--- src/rtl/pe_memory_arbiter_if.sv ---
// Requester, clear-control and scratchpad-port signals shared by the PE memory arbiter.
// The arbiter connects through the slave modport; requesters and the memory sit on master.
interface pe_memory_arbiter_if #(
   parameter int ADDR_WIDTH = 6,
   parameter int NUM_BITS   = 8
);
   logic                  w_a_req;
   logic                  w_a_rw;
   logic [ADDR_WIDTH-1:0] w_a_addr;
   logic [NUM_BITS-1:0]   w_a_wdata;
   logic                  r_a_gnt;
   logic                  r_a_rvalid;
   logic [NUM_BITS-1:0]   r_a_rdata;

   logic                  w_b_req;
   logic                  w_b_rw;
   logic [ADDR_WIDTH-1:0] w_b_addr;
   logic [NUM_BITS-1:0]   w_b_wdata;
   logic                  r_b_gnt;
   logic                  r_b_rvalid;
   logic [NUM_BITS-1:0]   r_b_rdata;

   logic                  w_clear;
   logic                  r_clear_busy;

   logic                  r_mem_ready;
   logic                  r_mem_rw;
   logic [ADDR_WIDTH-1:0] r_mem_address;
   logic [NUM_BITS-1:0]   r_mem_data_in;
   logic [NUM_BITS-1:0]   w_mem_data_out;

   modport slave (
      input  w_a_req, w_a_rw, w_a_addr, w_a_wdata,
      output r_a_gnt, r_a_rvalid, r_a_rdata,
      input  w_b_req, w_b_rw, w_b_addr, w_b_wdata,
      output r_b_gnt, r_b_rvalid, r_b_rdata,
      input  w_clear,
      output r_clear_busy,
      output r_mem_ready, r_mem_rw, r_mem_address, r_mem_data_in,
      input  w_mem_data_out
   );

   modport master (
      output w_a_req, w_a_rw, w_a_addr, w_a_wdata,
      input  r_a_gnt, r_a_rvalid, r_a_rdata,
      output w_b_req, w_b_rw, w_b_addr, w_b_wdata,
      input  r_b_gnt, r_b_rvalid, r_b_rdata,
      output w_clear,
      input  r_clear_busy,
      input  r_mem_ready, r_mem_rw, r_mem_address, r_mem_data_in,
      output w_mem_data_out
   );
endinterface

--- src/rtl/pe_memory_arbiter.sv ---
// Round-robin arbiter sharing one single-port PE scratchpad between requesters A and B,
// with read/write turnaround and a sequenced whole-array clear.
//
// state         | meaning
// ST_RUN        | normal arbitration; idle cycles issue a harmless read of row 0
// ST_CLEAR_WAIT | clear requested while a read was in flight; deliver it, no grants
// ST_CLEAR      | memory enable held low for CLEAR_CYCLES cycles, no grants
module pe_memory_arbiter #(
   parameter int NUM_ROWS     = 64,
   parameter int ADDR_WIDTH   = $clog2(NUM_ROWS),
   parameter int NUM_BITS     = 8,
   parameter int CLEAR_CYCLES = 2
) (
   input logic         w_clk,
   input logic         w_rst_n,
   pe_memory_arbiter_if.slave bus
);
   localparam int CNT_W = (CLEAR_CYCLES > 1) ? $clog2(CLEAR_CYCLES) : 1;

   if (CLEAR_CYCLES < 1 || (2 ** ADDR_WIDTH) < NUM_ROWS) begin : g_bad_param
      $error("pe_memory_arbiter: CLEAR_CYCLES must be >= 1 and ADDR_WIDTH must cover NUM_ROWS");
   end

   typedef enum logic [1:0] {
      ST_RUN        = 2'd0,
      ST_CLEAR_WAIT = 2'd1,
      ST_CLEAR      = 2'd2
   } state_e;

   state_e           state_q, state_d;
   logic             ptr_q, ptr_d;          // 0 favours A, 1 favours B
   logic [CNT_W-1:0] clr_cnt_q, clr_cnt_d;
   logic             rd_a_q, rd_a_d;
   logic             rd_b_q, rd_b_d;
   logic             turn, elig_a, elig_b, gnt_a, gnt_b;

   always_ff @(posedge w_clk or negedge w_rst_n) begin
      if (!w_rst_n) begin
         state_q   <= ST_RUN;
         ptr_q     <= 1'b0;
         clr_cnt_q <= '0;
         rd_a_q    <= 1'b0;
         rd_b_q    <= 1'b0;
      end else begin
         state_q   <= state_d;
         ptr_q     <= ptr_d;
         clr_cnt_q <= clr_cnt_d;
         rd_a_q    <= rd_a_d;
         rd_b_q    <= rd_b_d;
      end
   end

   always_comb begin
      state_d   = state_q;
      ptr_d     = ptr_q;
      clr_cnt_d = clr_cnt_q;
      rd_a_d    = gnt_a && !bus.w_a_rw;
      rd_b_d    = gnt_b && !bus.w_b_rw;
      // contention moves priority to the loser, even when the winner won only because the other was stalled
      if (bus.w_a_req && bus.w_b_req && (gnt_a || gnt_b)) begin
         ptr_d = gnt_a;
      end
      case (state_q)
         ST_RUN: begin
            if (bus.w_clear) begin
               if (rd_a_d || rd_b_d) begin
                  state_d = ST_CLEAR_WAIT;
               end else begin
                  state_d   = ST_CLEAR;
                  clr_cnt_d = CNT_W'(CLEAR_CYCLES - 1);
               end
            end
         end
         ST_CLEAR_WAIT: begin
            state_d   = ST_CLEAR;
            clr_cnt_d = CNT_W'(CLEAR_CYCLES - 1);
         end
         ST_CLEAR: begin
            if (clr_cnt_q == '0) begin
               state_d = ST_RUN;
            end else begin
               clr_cnt_d = clr_cnt_q - CNT_W'(1);
            end
         end
         default: state_d = ST_RUN;
      endcase
   end

   always_comb begin
      // the cycle after a read grant must stay at the read level so its data remains visible
      turn   = rd_a_q || rd_b_q;
      elig_a = w_rst_n && (state_q == ST_RUN) && bus.w_a_req && !(bus.w_a_rw && turn);
      elig_b = w_rst_n && (state_q == ST_RUN) && bus.w_b_req && !(bus.w_b_rw && turn);
      if (elig_a && elig_b) begin
         gnt_a = !ptr_q;
         gnt_b = ptr_q;
      end else begin
         gnt_a = elig_a;
         gnt_b = elig_b;
      end

      bus.r_mem_ready   = w_rst_n && (state_q != ST_CLEAR);
      bus.r_mem_rw      = 1'b0;
      bus.r_mem_address = '0;
      bus.r_mem_data_in = '0;
      if (gnt_a) begin
         bus.r_mem_rw      = bus.w_a_rw;
         bus.r_mem_address = bus.w_a_addr;
         bus.r_mem_data_in = bus.w_a_wdata;
      end else if (gnt_b) begin
         bus.r_mem_rw      = bus.w_b_rw;
         bus.r_mem_address = bus.w_b_addr;
         bus.r_mem_data_in = bus.w_b_wdata;
      end

      bus.r_a_gnt      = gnt_a;
      bus.r_b_gnt      = gnt_b;
      bus.r_a_rvalid   = rd_a_q;
      bus.r_b_rvalid   = rd_b_q;
      bus.r_a_rdata    = rd_a_q ? bus.w_mem_data_out : '0;
      bus.r_b_rdata    = rd_b_q ? bus.w_mem_data_out : '0;
      bus.r_clear_busy = (state_q != ST_RUN);
   end
endmodule

--- src/flat_wrapper.sv ---
// flat-port wrapper written by rule: the top's interface ports become plain ports
module pe_memory_arbiter_flat 
#(
   parameter int NUM_ROWS     = 64,
   parameter int ADDR_WIDTH   = $clog2(NUM_ROWS),
   parameter int NUM_BITS     = 8,
   parameter int CLEAR_CYCLES = 2
)
  (w_clk, w_rst_n, bus_w_a_req, bus_w_a_rw, bus_w_a_addr, bus_w_a_wdata, bus_r_a_gnt, bus_r_a_rvalid, bus_r_a_rdata, bus_w_b_req, bus_w_b_rw, bus_w_b_addr, bus_w_b_wdata, bus_r_b_gnt, bus_r_b_rvalid, bus_r_b_rdata, bus_w_clear, bus_r_clear_busy, bus_r_mem_ready, bus_r_mem_rw, bus_r_mem_address, bus_r_mem_data_in, bus_w_mem_data_out);
  pe_memory_arbiter_if #(.ADDR_WIDTH(ADDR_WIDTH), .NUM_BITS(NUM_BITS)) bus_i ();
  input logic w_clk;
  input logic w_rst_n;
  input wire logic [$bits(bus_i.w_a_req)-1:0] bus_w_a_req;
  input wire logic [$bits(bus_i.w_a_rw)-1:0] bus_w_a_rw;
  input wire logic [$bits(bus_i.w_a_addr)-1:0] bus_w_a_addr;
  input wire logic [$bits(bus_i.w_a_wdata)-1:0] bus_w_a_wdata;
  output wire logic [$bits(bus_i.r_a_gnt)-1:0] bus_r_a_gnt;
  output wire logic [$bits(bus_i.r_a_rvalid)-1:0] bus_r_a_rvalid;
  output wire logic [$bits(bus_i.r_a_rdata)-1:0] bus_r_a_rdata;
  input wire logic [$bits(bus_i.w_b_req)-1:0] bus_w_b_req;
  input wire logic [$bits(bus_i.w_b_rw)-1:0] bus_w_b_rw;
  input wire logic [$bits(bus_i.w_b_addr)-1:0] bus_w_b_addr;
  input wire logic [$bits(bus_i.w_b_wdata)-1:0] bus_w_b_wdata;
  output wire logic [$bits(bus_i.r_b_gnt)-1:0] bus_r_b_gnt;
  output wire logic [$bits(bus_i.r_b_rvalid)-1:0] bus_r_b_rvalid;
  output wire logic [$bits(bus_i.r_b_rdata)-1:0] bus_r_b_rdata;
  input wire logic [$bits(bus_i.w_clear)-1:0] bus_w_clear;
  output wire logic [$bits(bus_i.r_clear_busy)-1:0] bus_r_clear_busy;
  output wire logic [$bits(bus_i.r_mem_ready)-1:0] bus_r_mem_ready;
  output wire logic [$bits(bus_i.r_mem_rw)-1:0] bus_r_mem_rw;
  output wire logic [$bits(bus_i.r_mem_address)-1:0] bus_r_mem_address;
  output wire logic [$bits(bus_i.r_mem_data_in)-1:0] bus_r_mem_data_in;
  input wire logic [$bits(bus_i.w_mem_data_out)-1:0] bus_w_mem_data_out;
  assign bus_i.w_a_req = bus_w_a_req;
  assign bus_i.w_a_rw = bus_w_a_rw;
  assign bus_i.w_a_addr = bus_w_a_addr;
  assign bus_i.w_a_wdata = bus_w_a_wdata;
  assign bus_r_a_gnt = bus_i.r_a_gnt;
  assign bus_r_a_rvalid = bus_i.r_a_rvalid;
  assign bus_r_a_rdata = bus_i.r_a_rdata;
  assign bus_i.w_b_req = bus_w_b_req;
  assign bus_i.w_b_rw = bus_w_b_rw;
  assign bus_i.w_b_addr = bus_w_b_addr;
  assign bus_i.w_b_wdata = bus_w_b_wdata;
  assign bus_r_b_gnt = bus_i.r_b_gnt;
  assign bus_r_b_rvalid = bus_i.r_b_rvalid;
  assign bus_r_b_rdata = bus_i.r_b_rdata;
  assign bus_i.w_clear = bus_w_clear;
  assign bus_r_clear_busy = bus_i.r_clear_busy;
  assign bus_r_mem_ready = bus_i.r_mem_ready;
  assign bus_r_mem_rw = bus_i.r_mem_rw;
  assign bus_r_mem_address = bus_i.r_mem_address;
  assign bus_r_mem_data_in = bus_i.r_mem_data_in;
  assign bus_i.w_mem_data_out = bus_w_mem_data_out;
  pe_memory_arbiter #(.NUM_ROWS(NUM_ROWS), .ADDR_WIDTH(ADDR_WIDTH), .NUM_BITS(NUM_BITS), .CLEAR_CYCLES(CLEAR_CYCLES)) u_core (.w_clk(w_clk), .w_rst_n(w_rst_n), .bus(bus_i));
endmodule
--- config.mk ---
export PLATFORM = sky130hd
export DESIGN_NAME = pe_memory_arbiter_flat
export DESIGN_NICKNAME = d
export VERILOG_FILES = /design/src/rtl/pe_memory_arbiter_if.sv /design/src/rtl/pe_memory_arbiter.sv /design/src/flat_wrapper.sv
export SDC_FILE = /design/constraint.sdc
export NUM_CORES = 1
export LEC_CHECK = 0
export CAP_MARGIN = 20
export CORE_MARGIN = 2
export CORE_UTILIZATION = 30
export CTS_CLUSTER_DIAMETER = 50
export CTS_CLUSTER_SIZE = 12
export DETAILED_ROUTE_END_ITERATION = 16
export PLACE_DENSITY = 0.84
export SYNTH_ARGS = -nofsm -noshare
export SYNTH_HDL_FRONTEND = slang
export SYNTH_SLANG_ARGS = --single-unit
--- constraint.sdc ---
create_clock -name w_clk -period 2 [get_ports w_clk]
set_input_delay 0.3 -clock w_clk [delete_from_list [all_inputs] [get_ports w_clk]]
set_output_delay 0.3 -clock w_clk [all_outputs]
set_load 0.02 [all_outputs]
; ---- After elaboration in Yosys (flattened, before gate mapping)
; Cells that the tools add are included.
[word_totals]
out_inout_bits = 37
input_bits = 43
ff_bits = 6
[classes]
n_reduce_logical = 26
muxes = 18
n_addsub = 1
n_eq_ne = 6
[op_table]
columns = cell, count
row1 = $mux 8, 4
row2 = $logic_and 1x1->1, 13
row3 = $mux 6, 2
row4 = $ne 2x2->1 const B, 4
row5 = $mux 1, 7
row6 = $mux 2, 3
row7 = $pmux 2 s3, 1
row8 = $logic_not 1->1, 5
row9 = $logic_or 1x1->1, 3
row10 = $pmux 1 s3, 1
row11 = $reduce_and 3->1, 1
row12 = $reduce_bool 3->1, 1
row13 = $eq 2x1->1 const B, 1
row14 = $eq 2x2->1 const B, 1
row15 = $logic_not 2->1, 1
row16 = $reduce_and 2->1, 1
row17 = $reduce_bool 2->1, 1
row18 = $sub 1x1->1 const B, 1

; ---- Logic depth before layout (Yosys ltp)
[logic_depth]
ltp_word = 11
ltp_mapped = 6
mapped_depth_nobuf = 3

; ---- Worst setup path after synthesis
; No wires, ideal clock.
[synth_timing]
kind = reg2out
from = register u_core.rd_a_q (netlist: u_core.bus.r_a_rvalid)
to = output bus_r_mem_address[0]
arrival_ns = 1.856
path_slack_ns = -0.156
stages_incl_launch_ff = 6
required_time_ns = 1.700
cell_sequence = dfrtp_1 -> buf_6 -> o21a_4 -> a311o_1 -> buf_6 -> o32ai_1
[synth_via]
elab_chain_cells = 8
word_cells_on_any_way = 12
[synth_rtl]
columns = element, line
row1 = "start, declared", pe_memory_arbiter.sv:33  ; logic rd_a_q, rd_a_d;
row2 = "start signal, assigned", pe_memory_arbiter.sv:48  ; rd_a_q <= rd_a_d;
row3 = $logic_or 1x1->1 *, pe_memory_arbiter.sv:91  ; turn = rd_a_q || rd_b_q;
row4 = $logic_and 1x1->1 (on tied branches), "pe_memory_arbiter.sv:92, pe_memory_arbiter.sv:93"
row5 = $logic_not 1->1 (on tied branches), "pe_memory_arbiter.sv:92, pe_memory_arbiter.sv:93"
row6 = $logic_and 1x1->1 (on tied branches), "pe_memory_arbiter.sv:92, pe_memory_arbiter.sv:93"
row7 = $logic_and 1x1->1, pe_memory_arbiter.sv:94  ; if (elig_a && elig_b) begin
row8 = $mux 1, pe_memory_arbiter.sv:94
row9 = $mux 6, pe_memory_arbiter.sv:110  ; end else if (gnt_b) begin
row10 = $mux 6 *, pe_memory_arbiter.sv:106  ; if (gnt_a) begin
row11 = "end, declared", flat_wrapper.sv:31  ; output wire logic [$bits(bus_i.r_mem_address)-1:0] bus_r_mem_address;
; Mark *: on every way between the ends. The rest lies on a longest branch, timed or not.

; ---- Worst setup path in the final report
[layout_timing]
from = register u_core.state_q[0]
to = output bus_r_mem_address[2]
[layout_via]
elab_chain_cells = 8
word_cells_on_any_way = 11
[layout_rtl]
columns = element, line
row1 = "start, declared", pe_memory_arbiter.sv:30  ; state_e state_q, state_d;
row2 = "start signal, assigned", pe_memory_arbiter.sv:45  ; state_q <= state_d;
row3 = $logic_not 2->1 *, "pe_memory_arbiter.sv:92, pe_memory_arbiter.sv:93"
row4 = $logic_and 1x1->1 *, "pe_memory_arbiter.sv:92, pe_memory_arbiter.sv:93"
row5 = $logic_and 1x1->1 (on tied branches) (2 in a row), "pe_memory_arbiter.sv:92, pe_memory_arbiter.sv:93"
row6 = $logic_and 1x1->1, pe_memory_arbiter.sv:94
row7 = $mux 1, pe_memory_arbiter.sv:94
row8 = $mux 6, pe_memory_arbiter.sv:110
row9 = $mux 6 *, pe_memory_arbiter.sv:106
; Marked as above.

==> metrics.cfg <==
[status]
status = finished, violations left
violations = setup timing

[layout]
nets = 254
fin_area_um2 = 2080
multi_input_area_um2 = 679
syn_to_final_growth_pct = 143
stdcell_count = 241
seqCellArea_um2 = 153
fillers = 181
antenna_cells = 0
drive_gt1_frac = 0.376

[placement]
portBuffers = 79
preCtsSetupSlack_ns = -0.731
place_area_um2 = 1870
place_congestion = 0.902
place_hpwl_mm = 2.81
dp_cells = 229

[timing]
relSlewSlack = 0.812
fin_crit_sh = 1.06
worst_slack_ns = -0.116
drv_slew = 0
fmax_mhz = 473
tightest_slew_ns = 0.282
finalSetupViolations = 17
hold_viol = 0
min_period_ns = 2.12
rsz0062_at_grt = yes
skew_ns = 0.0106

[global_route]
antenna_found_initial = 0
gr-total-overflow = 0
grt_start_max_net_pins = 11
grt_pass1_vias = 1312
grt_pass1_wl_mm = 6.16
track_usage = 0.242

[route]
drt_first_pass_iters = 4
drc = 0
vias = 1194
drt_iter0_drc = 19
wire_per_inst_um = 15.5
ant_nets = 0
viasPerCell = 4.95
wl_mm = 3.74

[die]
initial_core_util = 0.313
coreArea_um2 = 2730
die_area_um2 = 3300
io_pins = 80
row_count = 19
die_x_um = 57.4
die_y_um = 57.4

[synth]
syn-instance-count = 107
synth_warnings = 0
synthArstFlopShare = 1.00
synth_top_area_share = 0.175
avgSynthCellArea_um2 = 8.00
synth_edf_count = 0
synthTopCellsByCount = 35 x inv_1, 8 x and2_1, 8 x and2_2, 8 x o32ai_2, 7 x o32ai_1
synth_most_common_cell = inv_1
synthDistinctLibCells = 28
syn_area_um2 = 856
synthTopCellsByArea = dfrtp_1 18%, inv_1 15%, o32ai_2 15%
synth_top_area_cell = dfrtp_1
synth_flop_cell = dfrtp_1
yosysSeqAreaShare = 0.175
synth_nets = 150
ys_ff_latch = 6

[power]
leakagePower_uw = 0.000939
irDropWorstVdd_mv = 0.621
power.density_nw_per_um2 = 662

[worst_setup_path]
cp.required_ns = 1.70
crit_arrival_ns = 1.82
end_kind = output pin
rrSetupSlack_ns = 0.40
path_class = flop to output pin
rr_startpoint = u_core.state_q[0]$_DFFE_PN0P_
crit_path_max_fanout = 7
reg2reg_to = u_core.ptr_q$_DFFE_PN0P_
rr_worst_depth = 7
startpoint_type = flop

[clock_network]
cts.sinks = 6
clock-root-buffer = clkbuf_4
clk_pin_slew_ns = 0.05
cts_tree = built
clkLatencyLatePin_ns = 0.25
cts_max_level = 1
numCtsBuffers = 3
clockBufferDepth = 2

[hold_path]
hold_path_class = input port to async pin

[job]
max-cap-violations = 0

==> how the worst max path moves through the flow <==
stage                                         start              endpoint  slack, ns  depth (start not counted)
floorplan           u_core.bus.r_a_rvalid$_DFF_PN0_  bus_r_mem_address[0]      -0.08                          5
global placement                         bus_w_a_rw  bus_r_mem_address[4]      -0.71                          6
detailed placement                          w_rst_n  bus_r_mem_address[0]      -0.73                          5
CTS                 u_core.bus.r_b_rvalid$_DFF_PN0_  bus_r_mem_address[4]      -0.12                          5
global route        u_core.bus.r_b_rvalid$_DFF_PN0_  bus_r_mem_data_in[6]      -0.19                          5
finish                u_core.state_q[0]$_DFFE_PN0P_  bus_r_mem_address[2]      -0.12                          7
==> cells in the final DEF (no fill, tap or decap), types with 2 or more instances in the layout <==
master,instances
a21boi_0,2
buf_6,14
inv_1,34
buf_12,3
buf_4,25
dfrtp_1,4
o32ai_4,10
nand3b_1,2
a21oi_1,2
clkdlybuf4s50_1,57
and2_1,8
clkbuf_4,3
nor2_1,4
nand2b_1,2
and2_2,8
o32ai_2,4
dlygate4sd2_1,5
dfrtp_2,2
a31oi_1,3
==> kinds of logic after synthesis <==
| group | after synthesis | share of synthesized area |
|---|---|---|
| buffers and inverters | 42 | 0.234 |
| DFF | 6 | 0.175 |
| AOI/OAI and AO/OA | 29 | 0.358 |
| and+or+nand+nor | 30 | 0.232 |
==> stage by stage <==
stage | hold WS, ns | utilization | TNS [ns] | total power [uW]
final | 0.198 | 0.761 | -1.49 | 1380
after CTS | 0.179 | 0.738 | -1.42 | 1320
after floorplan | 0.00441 | - | -0.587 | 706
after detailed placement | 0.582 | 0.686 | -11.52 | 1110
after global placement | 0.542 | 0.686 | -11.20 | 1080
after global routing | 0.207 | 0.761 | -2.59 | 1460
==> sequential cells by signal, indices dropped and copies added, names as in the netlist <==
register	cells
u_core.bus.r_b_rvalid	1
u_core.bus.r_a_rvalid	1
u_core.state_q	2
u_core.ptr_q	1
u_core.clr_cnt_q	1
==> metal layers <==
metal  wire, um  track usage  vias to the layer above
li1           -            -                      560
met1       1310        0.232                      546
met5          0            0                        -
met2       1940        0.464                       78
met4        101        0.113                        0
met3        391       0.0703                       10
==> final cells by class <==
type / instances / share of cell area
timing repair buffer: 106 / 0.506
multi-input combinational: 59 / 0.327
sequential: 6 / 0.0734
inverter: 35 / 0.0631
tap: 31 / 0.0186
clock buffer: 4 / 0.0126
==> worst max-delay path, stage by stage, from the launching register on <==
cell	delay [ns]
dfrtp_1	0.38
buf_4	0.15
and4bb_2	0.34
o311ai_4	0.11
buf_12	0.17
buf_12	0.13
o32ai_2	0.11
buf_4	0.18
==> power breakdown <==
part | internal (uW) | switching (uW) | total (uW)
Combinational | 556 | 517 | 1070
Sequential | 158 | 25.3 | 184
Clock | 75.6 | 45.1 | 121
Total | 790 | 587 | 1380
==> what timing repair did <==
item | in CTS | in global routing
pin swaps | 7 | 1
endpoints found under the setup margin | 18 | 17
hold buffers | 0 | 0
gates cloned | 1 | 0
gates resized for setup | 113 | 10
buffers inserted | 6 | 1
No activity file was read; power rests on OpenSTA's default activity.
